`config.mk`:
```
export PLATFORM = sky130hd
export DESIGN_NAME = stb_drain_ctrl
export DESIGN_NICKNAME = d
export VERILOG_FILES = /design/src/rtl/brisc_pkg.sv /design/src/rtl/stb_drain_ctrl.sv
export SDC_FILE = /design/constraint.sdc
export NUM_CORES = 1
export LEC_CHECK = 0
export ABC_AREA = 1
export CAP_MARGIN = 20
export CORE_UTILIZATION = 38
export DETAILED_ROUTE_END_ITERATION = 10
export GPL_ROUTABILITY_DRIVEN = 0
export PLACE_DENSITY_LB_ADDON = 0.25
export SYNTH_ARGS = -nofsm -noshare
export SYNTH_HDL_FRONTEND = slang
export SYNTH_SLANG_ARGS = --single-unit
```
`constraint.sdc`:
```
create_clock -name clk -period 3.9 [get_ports clk]
set_clock_uncertainty 0.2 [all_clocks]
set_input_delay 0.78 -clock clk [delete_from_list [all_inputs] [get_ports clk]]
set_output_delay 0.78 -clock clk [all_outputs]
set_load 0.05 [all_outputs]
```
`src/rtl/brisc_pkg.sv`:
```
// Shared brisc types and constants used by the memory-side control blocks.
// Holds the STB drain FSM state encoding and the cache geometry.
package brisc_pkg;

    localparam int ADDR_LEN        = 32;
    localparam int NUM_CACHE_LINES = 8;
    localparam int LINE_BYTES      = 16;

    typedef enum logic [1:0] {
        DRN_IDLE,
        DRN_REQ,
        DRN_WAIT
    } stb_drain_state_e;

endpackage

```
`src/rtl/stb_drain_ctrl.sv`:
```
// Store-buffer drain sequencer for the single-ported D-cache, with line refill.
// Optional load-starvation timeout enabled by defining STB_STARVE_TIMEOUT_EN.
module stb_drain_ctrl
    import brisc_pkg::*;
#(
    parameter int NUM_ENTRIES     = NUM_CACHE_LINES,
    parameter int DRAIN_WATERMARK = 1,
    parameter int STARVE_LIMIT    = 8
) (
    input  logic                           clk,
    input  logic                           reset,
    input  logic                           enable,
    input  logic                           pipe_is_load_i,
    input  logic                           pipe_is_store_i,
    input  logic                           pipe_fence_i,
    input  logic [$clog2(NUM_ENTRIES):0]   stb_cnt_i,
    input  logic [ADDR_LEN-1:0]            stb_head_addr_i,
    input  logic                           cache_hit_i,
    input  logic                           mem_gnt_i,
    input  logic                           mem_rvalid_i,
    output logic [ADDR_LEN-1:0]            cache_addr_o,
    output logic                           cache_wr_en_o,
    output logic                           stb_pop_o,
    output logic                           mem_req_o,
    output logic [ADDR_LEN-1:0]            mem_addr_o,
    output logic                           stall_o
);

    localparam int CNT_W = $clog2(NUM_ENTRIES) + 1;
    localparam int OFF_W = $clog2(LINE_BYTES);
    localparam logic [CNT_W-1:0] FULL_CNT = CNT_W'(NUM_ENTRIES);
    localparam logic [CNT_W-1:0] WMARK    = CNT_W'(DRAIN_WATERMARK);

    if (STARVE_LIMIT < 1) begin : g_bad_starve_limit
        $error("stb_drain_ctrl: STARVE_LIMIT must be at least 1");
    end

    stb_drain_state_e      state;
    logic                  mem_req_q;
    logic [ADDR_LEN-1:0]   mem_addr_q;

    logic idle;
    logic nonempty;
    logic full;
    logic load_eff;
    logic mem_op;
    logic want;
    logic attempt;
    logic hit_pop;
    logic miss;
    logic starve_force;

    // Decide whether the head may use the cache port this cycle.
    always_comb begin
        idle     = (state == DRN_IDLE);
        nonempty = (stb_cnt_i != '0);
        full     = (stb_cnt_i == FULL_CNT);
        load_eff = pipe_is_load_i & ~starve_force;
        mem_op   = load_eff | pipe_is_store_i;
        want     = (stb_cnt_i >= WMARK)
                 | pipe_fence_i
                 | (full & pipe_is_store_i)
                 | ~mem_op;
        attempt  = ~reset & enable & idle & nonempty & ~load_eff & want;
        hit_pop  = attempt & cache_hit_i;
        miss     = attempt & ~cache_hit_i;
    end

`ifdef STB_STARVE_TIMEOUT_EN
    localparam int SCNT_W = $clog2(STARVE_LIMIT + 1);
    localparam logic [SCNT_W-1:0] SLIM = SCNT_W'(STARVE_LIMIT);

    logic [SCNT_W-1:0] starve_cnt;
    logic              load_blocked;

    assign load_blocked = ~reset & enable & idle & nonempty & pipe_is_load_i;
    assign starve_force = load_blocked & (starve_cnt == SLIM);

    // Count consecutive load-blocked cycles; any pop restarts the count.
    always_ff @(posedge clk) begin
        if (reset) begin
            starve_cnt <= '0;
        end else if (hit_pop | starve_force) begin
            starve_cnt <= '0;
        end else if (load_blocked && starve_cnt != SLIM) begin
            starve_cnt <= starve_cnt + SCNT_W'(1);
        end
    end
`else
    assign starve_force = 1'b0;
`endif

    // Outputs are forced quiet while reset is held.
    always_comb begin
        cache_addr_o  = reset ? '0 : stb_head_addr_i;
        cache_wr_en_o = hit_pop;
        stb_pop_o     = hit_pop;
        mem_req_o     = mem_req_q;
        mem_addr_o    = mem_addr_q;
        stall_o       = ~reset & (
                          ~idle
                        | (pipe_fence_i & (nonempty | ~idle))
                        | (pipe_is_store_i & full & ~hit_pop)
                        | starve_force);
    end

    // Drain FSM: IDLE drains, REQ holds the refill request, WAIT awaits the line.
    always_ff @(posedge clk) begin
        if (reset) begin
            state      <= DRN_IDLE;
            mem_req_q  <= 1'b0;
            mem_addr_q <= '0;
        end else begin
            unique case (state)
                DRN_IDLE: begin
                    if (miss) begin
                        state      <= DRN_REQ;
                        mem_req_q  <= 1'b1;
                        mem_addr_q <= {stb_head_addr_i[ADDR_LEN-1:OFF_W],
                                       {OFF_W{1'b0}}};
                    end
                end
                DRN_REQ: begin
                    if (mem_gnt_i) begin
                        state     <= DRN_WAIT;
                        mem_req_q <= 1'b0;
                    end
                end
                DRN_WAIT: begin
                    if (mem_rvalid_i) begin
                        state <= DRN_IDLE;
                    end
                end
                default: begin
                    state     <= DRN_IDLE;
                    mem_req_q <= 1'b0;
                end
            endcase
        end
    end

endmodule

```
==> reports/metrics.yaml <==
rsz_0062_raised_after_global_routing: "false"
totalWireLength_mm: 4.603
rr_worst_depth: 8
main_combinational_cell_family_by_area_after_synthesis: "simple AND/OR/NAND/NOR gates"
worstMarginPinSlew_ns: 0.5241
ys_warn_count: 0
timing.reg2reg.setup_slack_ns: 1.98
net-switching-power_mw: 0.2994
min_path_type: "register to register"
cp_slowest_stage_delay_ns: 0.40
start_kind: "input port"
dr.pass1.iters: 4
post_cts.repair.setup_buffers: 0
htreeDepth: 2
worst_ep_arrival_time_ns: 2.12
seq_power_share_pct: 36.7
grt_usage_pct: 20.65
timing.hold.worst_endpoint: "mem_req_o$_SDFFE_PP0P_"
yosys.area_share.simple_pct: 37.39
hold_path_startpoint: "mem_req_o$_SDFFE_PP0P_"
globalRouteOverflowTotal: 0
dp.final_hpwl_mm: 3.480
port_buffer_count: 108
synth_top_cells_by_area: "sky130_fd_sc_hd__dfxtp_1 38%, sky130_fd_sc_hd__nor2_1 21%, sky130_fd_sc_hd__inv_1 15%"
netlist_area_um2: 1647
worst_setup_path_end_kind: "output pin"
yosys.area_share.xor_xnor_pct: 0
critPathTopFamily: "buffers and inverters"
clock_power_share_pct: 27.5
top_cells_by_count_synth: "90 x sky130_fd_sc_hd__nor2_1, 67 x sky130_fd_sc_hd__inv_1, 59 x sky130_fd_sc_hd__nand2_1, 31 x sky130_fd_sc_hd__dfxtp_1"
total_power_mw: 0.9076
seq_area_frac_synth_pct: 37.69
reg2reg_from: "state[1]$_SDFFE_PP0P_"
cts_root_buf: "sky130_fd_sc_hd__clkbuf_8"
achievable-frequency_mhz: 322.4
post_drt_via_cell_ratio: 4.283
synth.distinct_cells: 17
avgRoutedWirePerCell_um: 10.58
drc_marker_count_from_the_first_detailed_route_iteration: 58
clock_insertion_delay_worst_skew_ns: 0.28
inserted_clock_buffers: 5
antenna_cells_inserted: 0
wl_met2_mm: 2.285
synth_top_flop_cell: "sky130_fd_sc_hd__dfxtp_1"
timing.slew.headroom_pct: 64.95
yosys_register_bits: 31
count_of_cells_resized_by_post_cts_repair: 0
ant_nets: 0
grt_antenna_before_repair: 0
max-cap-violations: 0
floorplan.die.height_um: 67.83
tritoncts_clock_tree: "yes"
die_area_um2: 4600
fraction_of_the_mapped_netlist_area_in_compound_gates_pct: 1.824
num_vias: 1863
cts.sinks: 31
placement_rows: 23
setup.worst_path.start: "stb_cnt_i[1]"
report.final.slew_viol_count: 0
max-vdd-ir-drop_mv: 0.1847
outcome: "finished, final reports clean"
worst_setup_hold_path_clk_slew_ns: 0.06
clock_tree.buffer_depth: 2
r2r-end: "mem_addr_o[13]$_SDFFE_PP0P_"
asyncSetResetFlopFracSynth_pct: 0
yosys_top_cell_by_area: "sky130_fd_sc_hd__dfxtp_1"
number_of_buffer_and_inverter_stages_on_the_critical_path: 2
route.met3.wl_um: 472
grt_pass1_vias: 1733
setup_violations: 0
critical_path.slowest_cell: "sky130_fd_sc_hd__clkdlybuf4s50_1"
timing.critical_path.fanout_max: 3
finalNetCount: 430
preCtsSetupSlack_ns: 0.8230
cp_data_required_time_ns: 2.92
worst_hold_path.num_cells: 2
finalHoldViolations: 0
synthesized_area_per_cell_um2: 5.839
setup.worst_path.class: "input port to output pin"
cts_hold_buffers_added: 0
final_min_period_over_clock_period_pct: 79.54
die_w_um: 67.83
power_density_nw_per_um2: 287.9
swShare_pct: 32.99
grt_max_degree: 37
areaGrowthSynthToFinish_pct: 91.49
synth.mux.area_fraction_pct: 0
m1WireLength_mm: 1.760
floorplan.initialDensity_pct: 40.29
core_area_um2: 4086
number_of_enable_flip_flop_cells_after_synthesis: 0
highest_layer: "met4"
synthAdderAreaFrac_pct: 0
grt_first_pass_wirelength_mm: 7.038
fraction_of_final_layout_cells_with_drive_strength_greater_than_1_pct: 12.47
combinationalPowerShare_pct: 35.8
power.leakage_nw: 1.619
cell_internal_pwr_mw: 0.6082
postSynthCellCount: 282
cp_common_cell: "sky130_fd_sc_hd__nand3_1"
post_detailed_route_drc_marker_count: 0
synthMostInstantiatedCell: "sky130_fd_sc_hd__nor2_1"
design.portCount: 113
final.min_clock_period_ns: 3.102
synth_largest_type_area_fraction_pct: 37.69
worst_slack_ns: 0.7981
path_cells: "clkdlybuf4s50_1, nor2_1, nand3_1, nand3_1, nand2_1, a21oi_1, buf_12"
setup_tns_ns: 0
per-layer routing:
layer  GRT usage [%]  vias up
li1                -      978
met5               0        -
met2           38.99       75
met4           8.854        0
met3           8.833       10
met1           19.09      800
registers in the layout (all words and copies together), names as in the netlist:
signal	cells
mem_req_o	1
mem_addr_o	28
state	2
layout by cell type (no fill, tap or decap), drive strengths merged:
master / instances
a21oi: 5
clkinv: 1
nor2: 91
clkdlybuf4s50: 73
nand2: 59
inv: 68
conb: 4
buf: 38
dfxtp: 31
nand3b: 2
clkbuf: 6
nand3: 6
o21ai: 1
power groups by stage:
| stage | Clock (mW) | Combinational [mW] | Sequential (mW) |
|---|---|---|---|
| finish | 0.250 | 0.325 | 0.333 |
| global route | 0.272 | 0.343 | 0.334 |
| CTS | 0.258 | 0.327 | 0.333 |
| detailed placement | 0 | 0.326 | 0.340 |
| global placement | 0 | 0.321 | 0.339 |
| floorplan | 0 | 0.131 | 0.377 |
worst max-delay path by stage:
stage                         end  slack, ns  depth (start not counted)
final                     stall_o       0.80                          7
after global routing      stall_o       0.70                          7
after CTS                 stall_o       0.82                          7
after detailed placement  stall_o       0.82                          7
after global placement    stall_o       0.91                          7
after floorplan           stall_o       0.98                          5
through the flow:
| step | std cells | area (um2) | util [%] | hold slack (ns) |
|---|---|---|---|---|
| 2_1_floorplan | 285 | 1658 | - | 0.2631 |
| 3_3_place_gp | 428 | 3065 | 75.02 | 0.2576 |
| 3_5_place_dp | 428 | 3065 | 75.02 | 0.2633 |
| 4_1_cts | 435 | 3153 | 77.16 | 0.2719 |
| 5_1_grt | 435 | 3153 | 77.16 | 0.2944 |
| 6_report | 435 | 3153 | 77.16 | 0.2678 |
area by class of cell:
cell class,instances,area (um2)
Clock buffer,6,82.58
Fill cell,306,933.4
Inverter,68,255.2
Multi-Input combinational cell,168,660.6
Tap cell,50,62.56
Clock inverter,1,5.005
Sequential cell,31,620.6
Timing Repair Buffer,111,1466
logic make-up after synthesis:
| group | Yosys count |
|---|---|
| AND/OR/NAND/NOR | 158 |
| buffers and inverters | 86 |
| flip-flops | 31 |
| AO/OA/AOI/OAI | 6 |
| other | 1 |
worst min-delay path: stages, from the launching register on:
cell and delay (ns):
sky130_fd_sc_hd__dfxtp_1 0.31, sky130_fd_sc_hd__nand2_1 0.06, sky130_fd_sc_hd__a21oi_1 0.05
(Power assumes the default switching activity.)
